**src/rtl/id_forward_scoreboard.sv**
```systemverilog
// ID-stage forwarding and hazard unit.
// Tracks in-flight destination registers in a small shift-register scoreboard
// (entry 1 = EX, higher entries are older stages). From it, each ID source
// operand gets a forward select, and load-use or too-early operands raise a stall.
module id_forward_scoreboard #(
    parameter int unsigned REG_AW     = 5,
    parameter int unsigned NUM_SRC    = 2,
    parameter int unsigned PIPE_DEPTH = 3,
    parameter int unsigned FWD_MIN    = 2,
    parameter int unsigned LOAD_READY = 3,
    parameter int unsigned CNT_W      = 16
) (
    input  logic                                       clk,
    input  logic                                       reset,
    input  logic                                       id_valid,
    input  logic                                       id_reg_write,
    input  logic                                       id_is_load,
    input  logic [REG_AW-1:0]                          id_rd,
    input  logic [NUM_SRC*REG_AW-1:0]                  id_src,
    input  logic [NUM_SRC-1:0]                         id_src_used,
    input  logic                                       flush,
    input  logic                                       hold,
    output logic [NUM_SRC*$clog2(PIPE_DEPTH+1)-1:0]    fwd_sel,
    output logic                                       stall,
    output logic [CNT_W-1:0]                           stall_count
);

    localparam int unsigned SW = $clog2(PIPE_DEPTH + 1);

    // Entry indices are 1-based so an entry index is directly its forward select.
    logic [PIPE_DEPTH:1] v_q, v_d;
    logic [PIPE_DEPTH:1] ld_q, ld_d;
    logic [REG_AW-1:0]   rd_q [1:PIPE_DEPTH];
    logic [REG_AW-1:0]   rd_d [1:PIPE_DEPTH];
    logic [CNT_W-1:0]    cnt_q, cnt_d;

    logic [NUM_SRC-1:0][SW-1:0] win;
    logic [NUM_SRC-1:0]         win_ld;
    logic [NUM_SRC-1:0]         op_stall;

    // Find the youngest matching entry per operand and decide forward or stall.
    always_comb begin
        win      = '0;
        win_ld   = '0;
        op_stall = '0;
        fwd_sel  = '0;
        for (int unsigned i = 0; i < NUM_SRC; i++) begin
            // Scan oldest to youngest so the youngest match overwrites older ones.
            for (int unsigned k = PIPE_DEPTH; k >= 1; k--) begin
                if (id_valid && id_src_used[i] &&
                    (id_src[i*REG_AW +: REG_AW] != '0) &&
                    v_q[k] && (rd_q[k] == id_src[i*REG_AW +: REG_AW])) begin
                    win[i]    = SW'(k);
                    win_ld[i] = ld_q[k];
                end
            end
            if (win[i] != '0) begin
                if ((32'(win[i]) < FWD_MIN) || (win_ld[i] && (32'(win[i]) < LOAD_READY))) begin
                    op_stall[i] = 1'b1;
                end else begin
                    fwd_sel[i*SW +: SW] = win[i];
                end
            end
        end
        // A redirect or a frozen pipeline makes the stall meaningless.
        stall = (|op_stall) && !hold && !flush;
    end

    // Advance the scoreboard and the saturating stall counter.
    always_comb begin
        v_d   = v_q;
        ld_d  = ld_q;
        rd_d  = rd_q;
        cnt_d = cnt_q;
        if (!hold) begin
            for (int unsigned k = PIPE_DEPTH; k >= 2; k--) begin
                v_d[k]  = v_q[k-1];
                ld_d[k] = ld_q[k-1];
                rd_d[k] = rd_q[k-1];
            end
            // Register 0 is never tracked; stalled or flushed slots become bubbles.
            v_d[1]  = id_valid && id_reg_write && (id_rd != '0) && !stall && !flush;
            ld_d[1] = id_is_load;
            rd_d[1] = id_rd;
            if (stall && (cnt_q != '1)) begin
                cnt_d = cnt_q + 1'b1;
            end
        end
    end

    // State registers with synchronous active-low reset; rd/ld are qualified by v.
    always_ff @(posedge clk) begin
        if (!reset) begin
            v_q   <= '0;
            cnt_q <= '0;
        end else begin
            v_q   <= v_d;
            cnt_q <= cnt_d;
        end
        ld_q <= ld_d;
        rd_q <= rd_d;
    end

    assign stall_count = cnt_q;

endmodule

```
**config.mk**
```make
export PLATFORM = sky130hd
export DESIGN_NAME = id_forward_scoreboard
export DESIGN_NICKNAME = d
export VERILOG_FILES = /design/src/rtl/id_forward_scoreboard.sv
export SDC_FILE = /design/constraint.sdc
export NUM_CORES = 1
export LEC_CHECK = 0
export ABC_AREA = 1
export ABC_CLOCK_PERIOD_IN_PS = 5400
export CORE_MARGIN = 1.5
export CORE_UTILIZATION = 56
export DETAILED_ROUTE_END_ITERATION = 7
export GPL_TIMING_DRIVEN = 1
export MAX_ROUTING_LAYER = met4
export PLACE_DENSITY = 0.91
export REMOVE_ABC_BUFFERS = 1
export SETUP_SLACK_MARGIN = 0.02
export SLEW_MARGIN = 20
export SYNTH_ARGS = -nofsm -noshare
export SYNTH_HDL_FRONTEND = slang
export SYNTH_SLANG_ARGS = --single-unit
```
**constraint.sdc**
```tcl
create_clock -name clk -period 5.4 [get_ports clk]
set_clock_uncertainty 0.15 [all_clocks]
set_input_delay 1.62 -clock clk [delete_from_list [all_inputs] [get_ports clk]]
set_output_delay 1.62 -clock clk [all_outputs]
set_load 0.02 [all_outputs]
```
==> results of run 1 <==
-- metrics by stage --
| stage | cell area (sq um) | cells | setup TNS [ps] | power, mW | worst slack (ps) |
|---|---|---|---|---|---|
| detailed placement | 2880 | 419 | -368 | 0.398 | -120 |
| global route | 2980 | 427 | 0 | 0.645 | 27.5 |
| CTS | 2980 | 427 | 0 | 0.625 | 115 |
| finish | 2980 | 427 | 0 | 0.627 | 139 |
| floorplan | 2290 | 313 | 0 | 0.356 | 912 |
| global placement | 2880 | 419 | -230 | 0.395 | -113 |
-- layout make-up --
cell class / count / share of cell area [%]
Timing Repair Buffer: 56 / 17.5
Clock buffer: 8 / 3.73
Sequential cell: 37 / 30.9
Tap cell: 50 / 2.10
Inverter: 49 / 6.17
Multi-Input combinational cell: 227 / 39.6
-- kinds of logic after synthesis --
logic type	share of synthesized area (%)
compound gates	8.57
flops	39.4
fa+ha+maj	0.536
xor+xnor	6.00
buf+inv	10.0
simple gates	35.5
-- cells in the final DEF (no fill, tap or decap), drive strengths merged, types with 12 or more instances in the layout --
cell	instances
a21oi	21
buf	12
clkdlybuf4s50	39
dfxtp	19
edfxtp	18
inv	49
nand2	90
nand3	15
nand4	24
nor2	30
xor2	13
-- layer usage --
metal  GRT usage, %  vias up  routed length (um)
li1               -     1173                   -
met5              -        -                   0
met2           52.0      167                3140
met1           37.3     1133                2570
met3           5.67       37                 589
met4           16.1        0                 225
-- worst max-delay path, stage by stage --
cell and delay [ps]:
clkdlybuf4s50_1 600, inv_1 100, nand2_1 80, nand4_1 110
nor4_1 230, nand2_1 130, nor3b_1 260, dlygate4sd2_1 370
-- worst min path at each step --
| stage | end | cells past startpoint |
|---|---|---|
| 5_1_grt | rd_q[5] | 0 |
| 3_5_place_dp | rd_q[5] | 0 |
| 4_1_cts | rd_q[5] | 0 |
| 6_report | rd_q[5] | 0 |
| 2_1_floorplan | v_q[3] | 2 |
| 3_3_place_gp | rd_q[5] | 0 |
-- what timing repair did --
item | 4_1_cts | 5_1_grt
pin swaps | 0 | 0
hold endpoints to repair | 0 | 0
setup buffers | 0 | 0
endpoints found under the setup margin | 5 | 2
gates cloned | 0 | 0
resized for setup | 5 | 4
-- power by group through the flow --
stage | logic, mW | clock network, mW | registers (mW)
after floorplan | 0.0361 | 0 | 0.319
final | 0.0772 | 0.233 | 0.318
after global routing | 0.0830 | 0.243 | 0.319
after detailed placement | 0.0745 | 0 | 0.324
after global placement | 0.0725 | 0 | 0.323
after CTS | 0.0754 | 0.232 | 0.317
-- registers in the layout, summed over array words and instances (netlist names) --
name,cells
ld_q,3
stall_count,16
v_q,3
rd_q,15
==> flow_metrics.py, run 1 <==
metrics = {
    "finish": {
        "fin_nets": 401,
        "fin_util_pct": 74.5,
        "fillers": 293,
        "multi_input_area_sq_um": 1180,
        "drive_above_1_share_pct": 10.1,
        "seqCellArea_sq_um": 921,
        "antenna_cells": 0,
        "syn2layout_area_growth_pct": 27.6,
    },
    "drt": {
        "drcViolationCount": 0,
        "drt_wl_total_mm": 6.52,
        "drtPass1Iterations": 6,
        "vias_per_cell": 5.88,
        "final_antenna_net_count": 0,
        "vias": 2510,
        "drt-initial-drc-count": 311,
        "wire_per_inst_um": 15.3,
    },
    "worst_setup_path": {
        "reg2reg_to": "stall_count[15]",
        "crit_type": "input pin to output pin",
        "end_kind": "output pin",
        "startpoint_type": "input pin",
        "critPathArrivalTime_ps": 3490,
        "cp-endpoint": "fwd_sel[2]",
        "rrSetupSlack_ps": 3010,
        "cp.required_ps": 3630,
        "crit_fanout": 5,
        "critPathLaunch": "id_src[8]",
        "worstRegToRegCells": 8,
        "r2r-start": "stall_count[0]",
    },
    "floorplan": {
        "fp.dieH_um": 67.6,
        "core_area_sq_um": 4000,
        "ios": 45,
        "die_w_um": 67.6,
        "start_util_pct": 58.4,
        "design.die.area_sq_um": 4570,
        "rows": 23,
    },
    "job": {
        "maxCapViolCount": 0,
    },
    "logic_synthesis": {
        "synth_top_area_share_pct": 23.1,
        "post-synth-top-count-cell": "nand2_1",
        "ys_ff_latch": 37,
        "synth.distinct_cells": 34,
        "synth_edf_count": 18,
        "yosys.area.top_type": "edfxtp_1",
        "ys_top_cells_by_count": "nand2_1, inv_1, nor2_1",
        "syn_area_sq_um": 2340,
        "yosysSeqAreaShare_pct": 39.4,
        "synth_warnings": 0,
        "avgSynthCellArea_sq_um": 7.32,
        "async_flop_share_pct": 0,
        "synth_flop_cell": "dfxtp_1",
        "syn_inst": 319,
        "synth.area.top_cells": "edfxtp_1, dfxtp_1, nand2_1",
    },
    "grt": {
        "antenna_found_initial": 0,
        "grt_max_degree": 21,
        "grt_pass1_vias": 2351,
        "gr-total-overflow": 0,
        "grt_pass1_wl_mm": 10.5,
        "grt_use_total_pct": 31.7,
    },
    "pwr": {
        "p_leak_nw": 1.30,
        "max-vdd-ir-drop_uv": 152,
        "clkPwrFrac_pct": 37.1,
        "power_frac_comb_pct": 12.3,
        "power.density_nw_per_um2": 210,
        "internal_power_mw": 0.472,
        "swShare_pct": 24.7,
        "power_frac_seq_pct": 50.6,
        "p_switching_mw": 0.155,
    },
    "sta": {
        "finalCritPeriodShare_pct": 97.4,
        "max_freq_mhz": 190,
        "hold_viol": 0,
        "worst_pin_slew_ps": 522,
        "finalSetupViolations": 0,
        "fin_crit_ps": 5260,
        "grt_setup_unrepaired": "no",
        "relSlewSlack_pct": 65.2,
        "whs_ps": 334,
        "maxSlewViolCount": 0,
    },
    "status": {
        "status": "complete, no violations",
    },
    "cts": {
        "clock_latency_ps": 300,
        "cts.sinks": 37,
        "clk_pin_slew_worst_paths_ps": 70,
        "htree_levels": 2,
        "tritoncts": "yes",
        "clock_path_buffers": 2,
        "cts_hold_buffers": 0,
        "numCtsBuffers": 5,
        "clockRootBuffer": "clkbuf_8",
    },
    "min_path": {
        "hold_class": "register to register",
        "min_from": "rd_q[10]",
    },
    "placed_design": {
        "routabilityCongestion": 0.986,
        "hpwl_mm": 4.67,
        "portBuffers": 44,
    },
}
(Power assumes the default switching activity.)
==> run 2: changes to the inputs <==
--- a/config.mk
+++ b/config.mk
@@ -13,6 +13,7 @@
 export GPL_TIMING_DRIVEN = 1
 export MAX_ROUTING_LAYER = met4
 export PLACE_DENSITY = 0.91
+export RECOVER_POWER = 50
 export REMOVE_ABC_BUFFERS = 1
 export SETUP_SLACK_MARGIN = 0.02
 export SLEW_MARGIN = 20
==> flow_metrics.py, run 2 (synthesized netlist as in run 1, its figures left out) <==
metrics = {
    "status": {
        "status": "complete, no violations",
    },
    "placed_design": {
        "routabilityCongestion": 0.986,
        "place_inst": 419,
        "portBuffers": 44,
        "hpwl_mm": 4.67,
    },
    "grt": {
        "grt_use_met3_pct": 5.67,
        "use_met1_pct": 37.3,
        "antenna_found_initial": 0,
        "grt_util_met2_pct": 52.0,
        "grt_use_total_pct": 31.7,
        "grt-busiest-layer": "met2",
        "grt_max_degree": 21,
        "grt_pass1_wl_mm": 10.5,
        "gr-total-overflow": 0,
        "grt_pass1_vias": 2351,
    },
    "worst_setup_path": {
        "critical_path_buf_inv_count": 3,
        "cpPeakStageDelay_ps": 600,
        "rrSetupSlack_ps": 3020,
        "cp_cell_sequence": "clkdlybuf4s50_1 -> inv_1 -> nand2_1 -> nand4_1 -> nor4_1 -> nand2_1 -> nor3b_1 -> dlygate4sd2_1",
        "slowest_stage": "clkdlybuf4s50_1",
        "crit_fanout": 5,
        "crit_family": "buffers and inverters",
        "worstRegToRegCells": 8,
        "cp.required_ps": 3630,
        "reg2reg_to": "stall_count[15]",
        "end_kind": "output pin",
        "cp.depth": 8,
        "cp-endpoint": "fwd_sel[2]",
        "crit_type": "input pin to output pin",
        "startpoint_type": "input pin",
        "critPathArrivalTime_ps": 3510,
        "r2r-start": "stall_count[0]",
        "cp_common_cell": "nand2_1",
        "critPathLaunch": "id_src[8]",
    },
    "sta": {
        "whs_ps": 335,
        "grt_setup_unrepaired": "no",
        "setup_tns_ps": 0,
        "hold_viol": 0,
        "fin_crit_ps": 5280,
        "maxSlewViolCount": 0,
        "max_freq_mhz": 190,
        "finalCritPeriodShare_pct": 97.7,
        "finalSetupViolations": 0,
        "worst_pin_slew_ps": 1090,
        "relSlewSlack_pct": 27.5,
    },
    "drt": {
        "drt_wl_total_mm": 6.53,
        "wire_per_inst_um": 15.3,
        "drtPass1Iterations": 6,
        "final_antenna_net_count": 0,
        "drcViolationCount": 0,
        "vias_per_cell": 5.85,
        "vias": 2499,
        "drt-initial-drc-count": 286,
    },
    "cts": {
        "clock_path_buffers": 2,
        "numCtsBuffers": 5,
        "tritoncts": "yes",
        "clk_pin_slew_worst_paths_ps": 70,
        "cts.sinks": 37,
        "clock_latency_ps": 290,
        "cts_hold_buffers": 0,
        "clockRootBuffer": "clkbuf_8",
        "htree_levels": 2,
    },
    "floorplan": {
        "design.die.area_sq_um": 4570,
        "fp.dieH_um": 67.6,
        "start_util_pct": 58.4,
        "die_w_um": 67.6,
        "rows": 23,
        "ios": 45,
        "core_area_sq_um": 4000,
    },
    "finish": {
        "fin_util_pct": 74.4,
        "stdcell_count": 427,
        "layout_common_cells": "nand2_1, inv_1, clkdlybuf4s50_1, nor2_1, nand4_1",
        "drive_above_1_share_pct": 9.55,
        "largest_reg_flops": 16,
        "fin_nets": 401,
        "final_common_cell": "nand2_1",
        "syn2layout_area_growth_pct": 27.3,
        "fillers": 297,
        "antenna_cells": 0,
    },
    "job": {
        "maxCapViolCount": 0,
    },
    "pwr": {
        "power.density_nw_per_um2": 210,
        "p_leak_nw": 1.29,
        "max-vdd-ir-drop_uv": 152,
        "p_total_mw": 0.625,
    },
    "min_path": {
        "hold_class": "register to register",
    },
}
## run 2: worst min-delay path by stage
stage / endpoint / slack, ps / start / cells past startpoint
3_5_place_dp: rd_q[5] / 320 / rd_q[10] / 0
2_1_floorplan: v_q[3] / 290 / v_q[3] / 2
3_3_place_gp: rd_q[5] / 310 / rd_q[10] / 0
4_1_cts: rd_q[5] / 330 / rd_q[10] / 0
6_report: rd_q[5] / 340 / rd_q[10] / 0
5_1_grt: rd_q[5] / 370 / rd_q[10] / 0
## run 2: timing repair
action / CTS / global route
setup buffers: 0 / 0
resized for setup: 5 / 4
setup endpoints to repair: 5 / 2
## run 2: area by class of cell
cell class | instances | area (sq um) | area share, %
inverter | 49 | 184 | 6.18
tap | 50 | 62.6 | 2.10
multi-input combinational | 227 | 1180 | 39.7
clock buffer | 8 | 111 | 3.74
sequential | 37 | 921 | 31.0
timing repair buffer | 56 | 514 | 17.3
## run 2: power by group
group          leakage [nW]  internal (mW)  switching (mW)
sequential            0.330          0.307          0.0110
clock                0.0566          0.132          0.0993
combinational         0.907         0.0321          0.0434
total                  1.29          0.471           0.154
## run 2: metal layers
| metal | vias to the layer above | routed length, um | part of all wire, % |
|---|---|---|---|
| li1 | 1172 | - | - |
| met1 | 1132 | 2570 | 39 |
| met2 | 159 | 3140 | 48 |
| met3 | 36 | 598 | 9.2 |
| met4 | 0 | 221 | 3.4 |
| met5 | - | 0 | 0 |
## run 2: stage by stage
stage / cell area, sq um / setup slack [ps]
after CTS: 2980 / 115
after global routing: 2970 / 27.5
after global placement: 2880 / -113
after floorplan: 2290 / 912
final: 2970 / 125
after detailed placement: 2880 / -120
